### src/rtl/button_event_decoder.sv
// ============================================================================
// Module   : button_event_decoder
// Purpose  : Turns a debounced button level into short, long and repeat pulses
//            and keeps a running count of short and long presses.
// Revision : 1.0 - initial release
// ============================================================================
`default_nettype none

module button_event_decoder #(
  parameter int LONG_CNT   = 8,
  parameter int REPEAT_CNT = 4
) (
  input  logic       clk,
  input  logic       rst_n,
  input  logic       in,
  output logic       short_pulse,
  output logic       long_pulse,
  output logic       repeat_pulse,
  output logic [7:0] press_count
);

  localparam logic [1:0] IDLE = 2'd0;
  localparam logic [1:0] HELD = 2'd1;
  localparam logic [1:0] LONG = 2'd2;

  localparam logic [15:0] LONG_LAST = 16'(LONG_CNT - 1);
  localparam logic [15:0] REP_LAST  = 16'(REPEAT_CNT - 1);

  logic [1:0]  state_q, state_d;
  logic        prev_in_q;
  logic [15:0] hold_cnt_q, hold_cnt_d;
  logic [15:0] rep_cnt_q, rep_cnt_d;
  logic        short_q, short_d;
  logic        long_q, long_d;
  logic        repeat_q, repeat_d;
  logic [7:0]  count_q, count_d;
  logic        rise;

  assign rise = in && !prev_in_q;

  always_comb begin
    state_d    = state_q;
    hold_cnt_d = hold_cnt_q;
    rep_cnt_d  = rep_cnt_q;
    short_d    = 1'b0;
    long_d     = 1'b0;
    repeat_d   = 1'b0;
    count_d    = count_q;

    case (state_q)
      IDLE: begin
        if (rise) begin
          state_d    = HELD;
          hold_cnt_d = 16'd0;
        end
      end

      HELD: begin
        if (!in) begin
          short_d = 1'b1;
          state_d = IDLE;
        end else if (hold_cnt_q >= LONG_LAST) begin
          long_d    = 1'b1;
          rep_cnt_d = 16'd0;
          state_d   = LONG;
        end else begin
          hold_cnt_d = hold_cnt_q + 16'd1;
        end
      end

      LONG: begin
        // Releasing after a long press is silent; the press was already counted.
        if (!in) begin
          state_d = IDLE;
        end else if (rep_cnt_q >= REP_LAST) begin
          repeat_d  = 1'b1;
          rep_cnt_d = 16'd0;
        end else begin
          rep_cnt_d = rep_cnt_q + 16'd1;
        end
      end

      default: begin
        state_d    = IDLE;
        hold_cnt_d = 16'd0;
        rep_cnt_d  = 16'd0;
      end
    endcase

    // Counter moves in the same cycle the pulse becomes visible.
    if (short_d || long_d) begin
      count_d = count_q + 8'd1;
    end
  end

  always_ff @(posedge clk or negedge rst_n) begin
    if (!rst_n) begin
      state_q    <= IDLE;
      prev_in_q  <= 1'b0;
      hold_cnt_q <= 16'd0;
      rep_cnt_q  <= 16'd0;
      short_q    <= 1'b0;
      long_q     <= 1'b0;
      repeat_q   <= 1'b0;
      count_q    <= 8'd0;
    end else begin
      state_q    <= state_d;
      prev_in_q  <= in;
      hold_cnt_q <= hold_cnt_d;
      rep_cnt_q  <= rep_cnt_d;
      short_q    <= short_d;
      long_q     <= long_d;
      repeat_q   <= repeat_d;
      count_q    <= count_d;
    end
  end

  assign short_pulse  = short_q;
  assign long_pulse   = long_q;
  assign repeat_pulse = repeat_q;
  assign press_count  = count_q;

endmodule

`default_nettype wire
### config.mk
export PLATFORM = sky130hd
export DESIGN_NAME = button_event_decoder
export DESIGN_NICKNAME = d
export VERILOG_FILES = /design/src/rtl/button_event_decoder.sv
export SDC_FILE = /design/constraint.sdc
export NUM_CORES = 1
export LEC_CHECK = 0
export BUFFER_PORTS_ARGS = -buffer_cell sky130_fd_sc_hd__buf_2
export CAP_MARGIN = 25
export CORE_MARGIN = 4
export CORE_UTILIZATION = 40
export DETAILED_ROUTE_END_ITERATION = 16
export GPL_ROUTABILITY_DRIVEN = 0
export PLACE_DENSITY = 0.61
export SLEW_MARGIN = 20
export SYNTH_ARGS = -nofsm -noshare
export SYNTH_HDL_FRONTEND = slang
export SYNTH_SLANG_ARGS = --single-unit
### constraint.sdc
create_clock -name clk -period 3.1 [get_ports clk]
set_clock_uncertainty 0.2 [all_clocks]
set_input_delay 0.155 -clock clk [delete_from_list [all_inputs] [get_ports clk]]
set_output_delay 0.155 -clock clk [all_outputs]
set_load 0.1 [all_outputs]
---- Word-level counts from Yosys, hierarchy flattened ----
Index checks and enable logic that the tools add are counted.
cells by class
  magnitude comparators ................... 2
  bitwise logic cells ..................... 2
  multiplexer cells ....................... 22
  reductions and logical operators ........ 7
  equality and inequality tests ........... 9
  add/subtract/negate cells ............... 3
operator list
  cell                                                                 number
  2-to-1 mux 16 bit                                                    7
  one-hot mux 16 bit (3 select lines)                                  2
  adder 16 x 1 -> 16 bit (second input constant)                       2
  greater-or-equal comparator 16 x 2 -> 1 bit (second input constant)  1
  greater-or-equal comparator 16 x 3 -> 1 bit (second input constant)  1
  != test 2 bit (second input constant)                                6
  adder 8 x 1 -> 8 bit (second input constant)                         1
  2-to-1 mux 1 bit                                                     8
  2-to-1 mux 2 bit                                                     4
  AND reduction 4 bit                                                  2
  one-hot mux 2 bit (3 select lines)                                   1
  != test 3 bit (second input constant)                                1
  AND reduction 3 bit                                                  1
  equality test 2 x 1 -> 1 bit (second input constant)                 1
  equality test 2 bit (second input constant)                          1
  logical NOT 2 bit                                                    1
  NOT 1 bit                                                            2
  logical AND 1 bit                                                    1
  logical NOT 1 bit                                                    1
  logical OR 1 bit                                                     1
word-level totals
  input bits .............................. 3
  flip-flop bits (word level) ............. 46
  output and inout port bits .............. 11

---- Logic depth before layout (Yosys ltp) ----
Gate-level depths: netlist of run 1.
  depth in word-level cells ............... 5
  depth in mapped cells ................... 8
  gate-level depth less buffers ........... 6

---- Worst setup path before layout of run 1 ----
No wires, ideal clock.
  kind .................................... register to register
  from .................................... reg count_q[2] (netlist: press_count[2])
  to ...................................... reg count_q[7] (netlist: press_count[7])
  cell stages (with the launch flop) ...... 5
  required time ........................... 2742 ps
  period minus slack after synthesis ...... 1954 ps
  setup slack ............................. 1146 ps
  library setup time ...................... 158 ps
  arrival ................................. 1597 ps
  path buffers ............................ 0
  path through ............................ dfrtp_1 and3_1 and2_1 nand3_1 xnor2_1
on the way
  word-level cells in the longest chain between the ends .. 1
ends and longest elaborated chain
  item                    RTL line  RTL
  start, declared         36        logic [7:0] count_q, count_d;
  start signal, assigned  114       count_q <= count_d;
  adder 8 x 1 -> 8 bit    92        count_d = count_q + 8'd1;
No other way between the ends.
A chain may end at the register's enable or synchronous reset.

---- Worst setup path in the final report of run 1 ----
  from .................................... reg hold_cnt_q[0]
  to ...................................... reg rep_cnt_q[12]
on the way
  word-level cells in the longest chain between the ends .. 3
ends and longest elaborated chain
  item                                         RTL line  RTL
  start, declared                              31        logic [15:0] hold_cnt_q, hold_cnt_d;
  start signal, assigned                       109       hold_cnt_q <= hold_cnt_d;
  greater-or-equal comparator 16 x 3 -> 1 bit  62        end else if (hold_cnt_q >= LONG_LAST) begin
  != test 2 bit (no source line)               n/a
  AND reduction 4 bit (no source line)         n/a
  end signal, assigned                         110       rep_cnt_q <= rep_cnt_d;
  end, declared                                32        logic [15:0] rep_cnt_q, rep_cnt_d;
No other way between the ends.

==> metrics.txt, run 1 <==
total setup buffers inserted after CTS=0; Netlist Area Pre-Place=2000 µm²; row count=25; CP endpoint kind=flop; WHS=about 200 ps; status=finished, final reports clean; critical path class=flop to flop; WL met2=~1.6 mm; Avg WL per Cell=roughly 14 µm; root buf cell=clkbuf_8; Cell Pwr Density=~660 nW/µm²; final setup vio count=0; library cells used by synthesis=34; post-DP HPWL=~2.3 mm; slew margin rel.=61.8%; worst hold path class=input pin to async pin; initial antenna violation count=0; Final Cell Area=approximately 2200 µm²; max_cap viols=0; count leader, synth=dfrtp_1; die extent in y=78.7 µm; max layer used=met4; routed vias=approximately 1,300; Crit path largest cell delay=roughly 520 ps; Yosys top cell by area=dfrtp_1; Hold Vio Cnt, Final=0; leakage=around 1.1 nW; Filler Cell Count=442; GRT Overall Usage=between 10% and 20%; vias per cell=just over 5; Worst path slowest cell=and4_1; first-pass GRT wire length=6.18 mm; first-pass iteration count of the detailed router=4; Net Count, Synth=roughly 180; share of layout cells above drive strength 1=between 10% and 20%; Synth top area share=a little under three fifths; total wire length=approximately 3.5 mm; Setup TNS=0 ps; Synth Area per Inst=around 12 µm²; io pins=14; WP data required=3060 ps; largest cells by area after synthesis=dfrtp_1, and2_1, nor2_1; RSZ-0062 raised after global routing=no; Clock Pin Slew Worst Setup and Hold Paths=80 ps; Worst-Margin Slew=approximately 570 ps; core area=approximately 4800 µm²; first-iteration detailed-routing DRC count=62; register area share after synthesis=57.5%; DRC viols=0; Worst-Skew Late Latency=290 ps; ant diodes=0; DIE AREA=between 6000 and 7000 µm²; CTS HTree Levels=2; final critical-path required period=~2300 ps; Max Freq=444 MHz; wl on met1=approximately 1.7 mm; CTS buffer count=5; Buffers & Inverters on Critical Path=0; met3 WL=approximately 120 µm; Max VDD drop=0.649 mV; Area Growth Syn to Fin=11.0%; EDFF count, synth=0; Sink Count=between 40 and 50; CTS-repair resized insts=0; critical path, cell by cell=ha_1 -> a211oi_1 -> and4_1 -> o21ai_1 -> a31oi_1 -> nor2_2; Mapped Cells=between 150 and 200; final-stage net count=a little under 200; GR Overflow Total=0; Die Wd=about 79 µm; top cell family by delay on the critical path=compound AO/OA/AOI/OAI gates; Top FF cell, synth=dfrtp_1; Final Slew Violations=0; Ys Warns=0; ys async rst share=100%; Setup crit start kind=flop; antenna viol nets, final=0; Synth top cells by count=dfrtp_1, nor2_1, and2_1, nand2_1, nand3_1; Worst EP arrival=2220 ps; CTS tree=done; Placed Area=approximately 2100 µm²; largest net degree at the start of global routing=between 40 and 50; Seq cells post-synth=46; Max clock buf depth=2; PortBufs=13; Crit Path Max Fanout=10; initial core utilization=around two fifths; fin crit share=between 70% and 80%; vias in the first global route=roughly 1,300
==> through the flow <==
stage / std cells / total power, mW / utilization, % / worst slack, ps
4_1_cts: 255 / 1.48 / 46.4 / 849
2_1_floorplan: 172 / 0.976 / - / 1150
6_report: 255 / 1.46 / 46.4 / 848
3_3_place_gp: 245 / 1.04 / 43.7 / 1010
3_5_place_dp: 245 / 1.04 / 43.7 / 869
5_1_grt: 255 / 1.53 / 46.4 / 698
==> final timing paths <==
kind	start	end	slack [ps]	cells past startpoint
setup / recovery	hold_cnt_q[0]$_DFFE_PN0P_	rep_cnt_q[12]$_DFFE_PN0P_	850	6
hold / removal	rst_n	rep_cnt_q[1]$_DFFE_PN0P_	200	2
setup reg to reg	hold_cnt_q[0]$_DFFE_PN0P_	rep_cnt_q[12]$_DFFE_PN0P_	850	6
hold reg to reg	hold_cnt_q[13]$_DFFE_PN0P_	hold_cnt_q[13]$_DFFE_PN0P_	290	1
max in group asynchronous	rst_n	hold_cnt_q[6]$_DFFE_PN0P_	2110	2
min in group clk	hold_cnt_q[13]$_DFFE_PN0P_	hold_cnt_q[13]$_DFFE_PN0P_	290	1
==> where the power goes <==
part	internal, mW	switching, mW
Sequential	0.638	0.0507
Clock	0.237	0.194
Combinational	0.0605	0.283
==> cells by family (layout without fill, tap and decap cells) <==
kind of cell / count (synthesis) / in the layout / synth area share, %
buf+inv: 9 / 25 / 3.38
flops: 46 / 46 / 57.5
xor+xnor: 7 / 7 / 3.06
simple gates: 77 / 77 / 21.1
compound gates: 29 / 29 / 12.6
mux: 1 / 1 / 0.562
fa+ha+maj: 3 / 3 / 1.88
==> timing repair <==
action                                  4_1_cts  5_1_grt
endpoints found under the setup margin        0        0
hold buffers                                  2        0
hold endpoints to repair                     48        0
==> layout make-up <==
class	count	area [µm²]	share of cell area, %
Timing Repair Buffer	15	87.6	3.94
Inverter	2	7.51	0.338
Clock buffer	5	68.8	3.10
Multi-Input combinational cell	117	783	35.2
Tap cell	67	83.8	3.77
Clock inverter	3	40.0	1.80
Sequential cell	46	1150	51.8
==> layout by cell type (no fill, tap or decap), types with 3 or more instances in the layout <==
cell and count:
nor2_1 15, and4_1 4, and3_1 6, a21oi_1 3
nand3_1 7, nor4_1 5, buf_2 12, a41oi_1 4
ha_1 3, xnor2_1 6, nor2_2 4, a31oi_1 6
nand4_1 3, o21ai_0 6, a41oi_2 3, nand2_1 10
clkbuf_8 5, dfrtp_1 46, and2_1 14
==> flip-flops by register name (all words and copies together), names as in the netlist <==
signal / count
hold_cnt_q: 16
long_pulse: 1
press_count: 8
prev_in_q: 1
rep_cnt_q: 16
repeat_pulse: 1
short_pulse: 1
state_q: 2
==> per-layer routing <==
metal	vias to the layer above	global-route usage, %
li1	641	-
met1	625	17.4
met2	20	18.9
met3	6	3.51
met4	0	4.90
met5	-	0
Power figures use the tool's default switching activity.
==> run 2, diff against run 1 <==
Settings changed: ABC_AREA set to 1, PLACE_DENSITY 0.61 to 0.63.
Clock period 3.1 ns to 1.9 ns, I/O delays scaled along.
==> run 2 against run 1 <==
Synthesized cell count grew 33%. Global-route usage shrank 0.18 points. Design area grew 5.8%. Worst hold slack lost 110 ps. Sequential power grew 71%. Critical path type unchanged. Largest cell class unchanged.
==> metrics.txt, run 2 <==
EDFF count, synth=0 (unchanged); Crit Path Max Fanout=12 (+2); share of layout cells above drive strength 1=24.1% (+5.5 points); GR Overflow Total=0 (unchanged); vias per cell=4.35 (-14%); RR Startpoint=hold_cnt_q[0]$_DFFE_PN0P_; Worst Setup SP=hold_cnt_q[0]$_DFFE_PN0P_; io pins=14 (unchanged); max_cap viols=0 (unchanged); total setup buffers inserted after CTS=0 (unchanged); first-iteration detailed-routing DRC count=83 (+34%); Max VDD drop=0.973 mV (+50%); critical path class=flop to flop; commonest cells after routing, fill and taps aside=nand2_1, dfrtp_1, inv_1; final-stage net count=254 (+32%); Area Growth Syn to Fin=13.5%; Setup TNS=0 ps (unchanged); Max Freq=588 MHz (+33%); routed vias=1,376 (+6.5%); largest net degree at the start of global routing=27 (-43%); met1 GRT Util=16.4% (-0.95 points); GRT Overall Usage=12.4% (-0.18 points); Net Count, Synth=234 (+31%); PortBufs=13 (unchanged); CP endpoint kind=flop; row count=25 (unchanged); met3 usage=3.39% (-0.13 points); worst hold path class=input pin to async pin; leakage=1.22 nW (+16%); Sink Count=46 (unchanged); antenna viol nets, final=0 (unchanged); Synth top cells by count=nand2_1, dfrtp_1, inv_1, nor2_1, nor2_2; DIE AREA=6400 µm² (+3.1%); Yosys top cell by area=dfrtp_1; Die Wd=80.0 µm (+1.6%); Mapped Cells=228 (+33%); CTS HTree Levels=2 (unchanged); ys async rst share=100% (unchanged); Synth top area share=55.6% (-1.9 points); Ys Warns=0 (unchanged); root buf cell=clkbuf_8; RSZ-0062 raised after global routing=no; vias in the first global route=1,370 (+3.6%); Final Slew Violations=0 (unchanged); Max clock buf depth=2 (unchanged); fin util=48.2% (+1.7 points); Synth Area per Inst=9.09 µm² (-22%); Worst-Margin Slew=489 ps (-84.0 ps); Worst-Skew Late Latency=300 ps (about the same); core area=4880 µm² (+2.0%); Setup crit start kind=flop; register area share after synthesis=55.6% (-1.9 points); Cell Pwr Density=1260 nW/µm² (+91%); library cells used by synthesis=27 (-21%); count leader, synth=nand2_1; largest cells by area after synthesis=dfrtp_1, nand2_1, inv_1; crit path to=hold_cnt_q[8]$_DFFE_PN0P_; Seq cells post-synth=46 (unchanged); setup ws final=201 ps (-647 ps); post-DP HPWL=2.30 mm (-1.9%); Avg WL per Cell=10.4 µm (-24%); Hold Vio Cnt, Final=0 (unchanged); final setup vio count=0 (unchanged); first-pass GRT wire length=6.24 mm (+0.89%); met2 GRT Util=19.5% (+0.61 points); initial antenna violation count=0 (unchanged); Worst EP arrival=1690 ps (-530 ps); ant diodes=0 (unchanged); r2r worst-path depth=9 (+3); status=finished, final reports clean; most common cell after layout, fill and taps aside=nand2_1; total wire length=3.28 mm (-5.6%); initial core utilization=42.5% (+0.63 points); DRC viols=0 (unchanged); WP data required=1890 ps (-1170 ps); first-pass iteration count of the detailed router=4 (unchanged); most used routing layer=met2; slew margin rel.=67.4% (+5.6 points); Netlist Area Pre-Place=2070 µm² (+3.5%); R2R Path End=hold_cnt_q[8]$_DFFE_PN0P_; DP Worst Slack=103 ps (-766 ps); R2R Setup Slk=200 ps (-650 ps); CTS tree=done; die extent in y=80.0 µm (+1.6%); final critical-path required period=1700 ps (-553 ps); Clock Pin Slew Worst Setup and Hold Paths=90 ps (about the same); WHS=81.9 ps (-115 ps); CTS buffer count=5 (unchanged); Top FF cell, synth=dfrtp_1; fin crit share=89.4% (+17 points)
==> run 2: cell type report <==
cell class	instances	area (µm²)
repair buffers	17	113
well taps	67	83.8
multi-input cells	140	734
clock inverters	2	37.5
flip-flops and latches	46	1150
clock buffers	6	72.6
inverters	38	155
fillers	477	2530
==> run 2: what timing repair did <==
| action | CTS | global route |
|---|---|---|
| gates resized for setup | 0 | 6 |
| endpoints found under the setup margin | 0 | 23 |
| endpoints found under the hold margin | 51 | 0 |
| hold buffers | 2 | 0 |
==> run 2: cells by family (layout without fill, tap and decap cells) <==
kind of cell             count (synthesis)  in the layout  share of synthesized area, %
flip-flops                              46             46                          55.6
AND/OR/NAND/NOR                        125            125                          29.0
adder cells (fa/ha/maj)                  3              3                          1.81
XOR/XNOR                                 7              7                          2.96
AO/OA/AOI/OAI                            5              5                          1.45
buffers and inverters                   42             63                          9.24
==> run 2: worst min-delay path by stage <==
stage	end	slack (ps)	cells past startpoint
after floorplan	hold_cnt_q[0]$_DFFE_PN0P_	-400	0
after global placement	rep_cnt_q[11]$_DFFE_PN0P_	-120	1
after detailed placement	rep_cnt_q[8]$_DFFE_PN0P_	-120	1
after CTS	rep_cnt_q[13]$_DFFE_PN0P_	90	2
after global routing	rep_cnt_q[13]$_DFFE_PN0P_	120	2
final	rep_cnt_q[13]$_DFFE_PN0P_	80	2
==> run 2: routing by layer <==
layer	routed length, µm	part of all wire [%]	vias to the layer above
li1	-	-	722
met2	1500	46	13
met5	0	0	-
met1	1630	50	635
met4	44	1.3	0
met3	105	3.2	6
==> run 2: per-stage QoR <==
stage | cells | instance area [µm²] | power [mW]
2_1_floorplan | 228 | 2080 | 2.11
6_report | 316 | 2350 | 2.96
3_5_place_dp | 306 | 2210 | 2.25
5_1_grt | 316 | 2350 | 3.14
4_1_cts | 316 | 2340 | 2.99
3_3_place_gp | 306 | 2210 | 2.24
==> run 2: critical path, cell delays in order, from the launching register on <==
cell	delay, ps
dfrtp_1	410
ha_1	220
nand2_1	80
nand2_1	70
nor2_2	130
nand2_1	100
nand2_4	120
nand2_4	90
inv_8	120
nor2_1	50
==> run 2: power breakdown <==
| part | internal [mW] | switching (mW) | leakage (nW) |
|---|---|---|---|
| clock | 0.393 | 0.332 | 0.0514 |
| combinational | 0.223 | 0.830 | 0.541 |
| sequential | 1.08 | 0.106 | 0.627 |
| total | 1.69 | 1.27 | 1.22 |
==> run 3, diff against run 2 <==
Settings changed: BUFFER_PORTS_ARGS -buffer_cell sky130_fd_sc_hd__buf_2 to -buffer_cell sky130_fd_sc_hd__buf_4.
==> run 3 against run 2 <==
Sequential power hardly changed. Via count is 1.2% lower. Sequential share of layout area is 0.16 points lower. Die area stayed put. Count of clock-buffer cells in the layout stayed put. Non-clock buffer count is 1 lower. Critical endpoint unchanged.
==> metrics.txt, run 3 (synthesis gave the netlist of run 2 again) <==
status=finished, final reports clean; placed cells=305 (-0.33%); first-pass iteration count of the detailed router=4 (unchanged); CTS buffer count=5 (unchanged); most common cell after layout, fill and taps aside=nand2_1; Top cell by count, worst path=nand2_1; root buf cell=clkbuf_8; Cell Pwr Density=1270 nW/µm² (+0.56%); Setup crit start kind=flop; final setup vio count=0 (unchanged); final critical-path required period=1730 ps (+32.9 ps); DP Worst Slack=114 ps (+11.3 ps); Clock Pin Slew Worst Setup and Hold Paths=90 ps (about the same); Hold Vio Cnt, Final=0 (unchanged); total wire length=3.27 mm (-0.18%); Non-Filler Instances=315 (-0.32%); met2 GRT Util=19.5% (unchanged); DRC viols=0 (unchanged); vias in the first global route=1,384 (+1.0%); switching share of total power=42.4% (-0.41 points); Setup TNS=0 ps (unchanged); CTS HTree Levels=2 (unchanged); P_sw=1.27 mW (about the same); Worst-Margin Slew=568 ps (+78.5 ps); Worst-Skew Late Latency=300 ps (about the same); Max VDD drop=0.994 mV (+2.2%); Logic pwr share=36.0% (+0.4 points); fin util=48.3% (+0.15 points); Worst EP arrival=1720 ps (+30 ps); CTS tree=done; part of the power in registers=39.7% (-0.3 points); total setup buffers inserted after CTS=0 (unchanged); Int Pwr=1.72 mW (+1.6%); ant diodes=0 (unchanged); Avg WL per Cell=10.4 µm (+0.13%); Final Slew Violations=0 (unchanged); core area=4880 µm² (unchanged); die extent in y=80.0 µm (unchanged); critical path, cell by cell=ha_1 -> nand2_1 -> nand2_1 -> nor2_1 -> nand2_1 -> nand2_4 -> nand2_4 -> inv_6 -> nor2_1; commonest cells after routing, fill and taps aside=nand2_1, dfrtp_1, inv_1; DIE AREA=6400 µm² (unchanged); Worst path slowest cell=dfrtp_1; GRT Overall Usage=12.0% (-0.43 points); final-stage net count=253 (-0.39%); vias per cell=4.31 (-0.92%); GR Overflow Total=0 (unchanged); max_cap viols=0 (unchanged); most used routing layer=met2; WP data required=1890 ps (about the same); RR Startpoint=hold_cnt_q[0]$_DFFE_PN0P_; worst hold path class=input pin to async pin; Max Freq=577 MHz (-1.9%); r2r worst-path depth=9 (unchanged); fin crit share=91.2% (+1.7 points); post-DP HPWL=2.21 mm (-4.2%); met1 GRT Util=14.7% (-1.7 points); Clock power frac=24.3% (-0.2 points); critical path class=flop to flop; Filler Cell Count=498 (+4.4%); first-iteration detailed-routing DRC count=62 (-25%); Crit Path Max Fanout=12 (unchanged); routed vias=1,359 (-1.2%); slew margin rel.=62.2% (-5.2 points); initial core utilization=42.5% (unchanged); initial antenna violation count=0 (unchanged); RSZ-0062 raised after global routing=no; leakage=1.21 nW (-0.73%); largest net degree at the start of global routing=47 (+74%); met3 usage=3.39% (unchanged); share of layout cells above drive strength 1=23.4% (-0.71 points); R2R Setup Slk=170 ps (-30 ps); R2R Path End=hold_cnt_q[8]$_DFFE_PN0P_; Die Wd=80.0 µm (unchanged); Crit path largest cell delay=410 ps (about the same); CP endpoint kind=flop; row count=25 (unchanged); io pins=14 (unchanged); PortBufs=13 (unchanged); Sink Count=46 (unchanged); Area Growth Syn to Fin=13.8%; setup ws final=168 ps (-32.9 ps); first-pass GRT wire length=5.97 mm (-4.3%); antenna viol nets, final=0 (unchanged); Max clock buf depth=2 (unchanged)
run 3: changes by cell type in the layout (fill, tap and decap cells not counted), sizes merged:
cell / before / now
buf: 15 / 14
run 3: area by class of cell:
class / count / area (µm²) / area share (%)
multi-input combinational: 140 / 732 / 31.0
timing repair buffer: 16 / 125 / 5.31
clock inverter: 2 / 37.5 / 1.59
clock buffer: 6 / 72.6 / 3.08
inverter: 38 / 153 / 6.47
tap: 67 / 83.8 / 3.55
sequential: 46 / 1150 / 49.0
run 3: through the flow:
stage	power (mW)	instance area, µm²	hold slack [ps]
detailed placement	2.28	2220	-60.9
global placement	2.27	2220	-63.1
CTS	3.01	2350	150
global route	3.17	2360	178
floorplan	2.11	2080	-401
finish	2.99	2360	127
run 3: how the worst max path moves through the flow:
stage | startpoint | to
after floorplan | press_count[3]$_DFFE_PN0P_ | press_count[7]$_DFFE_PN0P_
after global placement | hold_cnt_q[0]$_DFFE_PN0P_ | press_count[6]$_DFFE_PN0P_
after detailed placement | hold_cnt_q[0]$_DFFE_PN0P_ | press_count[7]$_DFFE_PN0P_
after CTS | hold_cnt_q[0]$_DFFE_PN0P_ | press_count[7]$_DFFE_PN0P_
after global routing | hold_cnt_q[0]$_DFFE_PN0P_ | hold_cnt_q[9]$_DFFE_PN0P_
final | hold_cnt_q[0]$_DFFE_PN0P_ | hold_cnt_q[8]$_DFFE_PN0P_
run 3: routing by layer:
metal	up-vias	share of wire [%]
met2	11	47
li1	716	-
met1	625	48
met4	0	1.9
met5	-	0
met3	7	3.2
run 3: worst max-delay path, delay by kind of cell (launching register included):
family                   cells  cell delay, ps
adder cells (fa/ha/maj)      1             220
AND/OR/NAND/NOR              7             640
flip-flops                   1             410
buffers and inverters        1             140
run 3: power groups by stage:
stage	logic [mW]	registers [mW]	clock network [mW]
final	1.08	1.19	0.725
after global routing	1.18	1.20	0.787
after CTS	1.08	1.18	0.749
after detailed placement	1.07	1.20	0
after global placement	1.07	1.20	0
after floorplan	0.520	1.59	0
run 3: timing repair:
item,CTS,global route
endpoints found under the hold margin,51,0
hold buffers,2,0
gates resized for setup,0,4
setup endpoints to repair,0,9
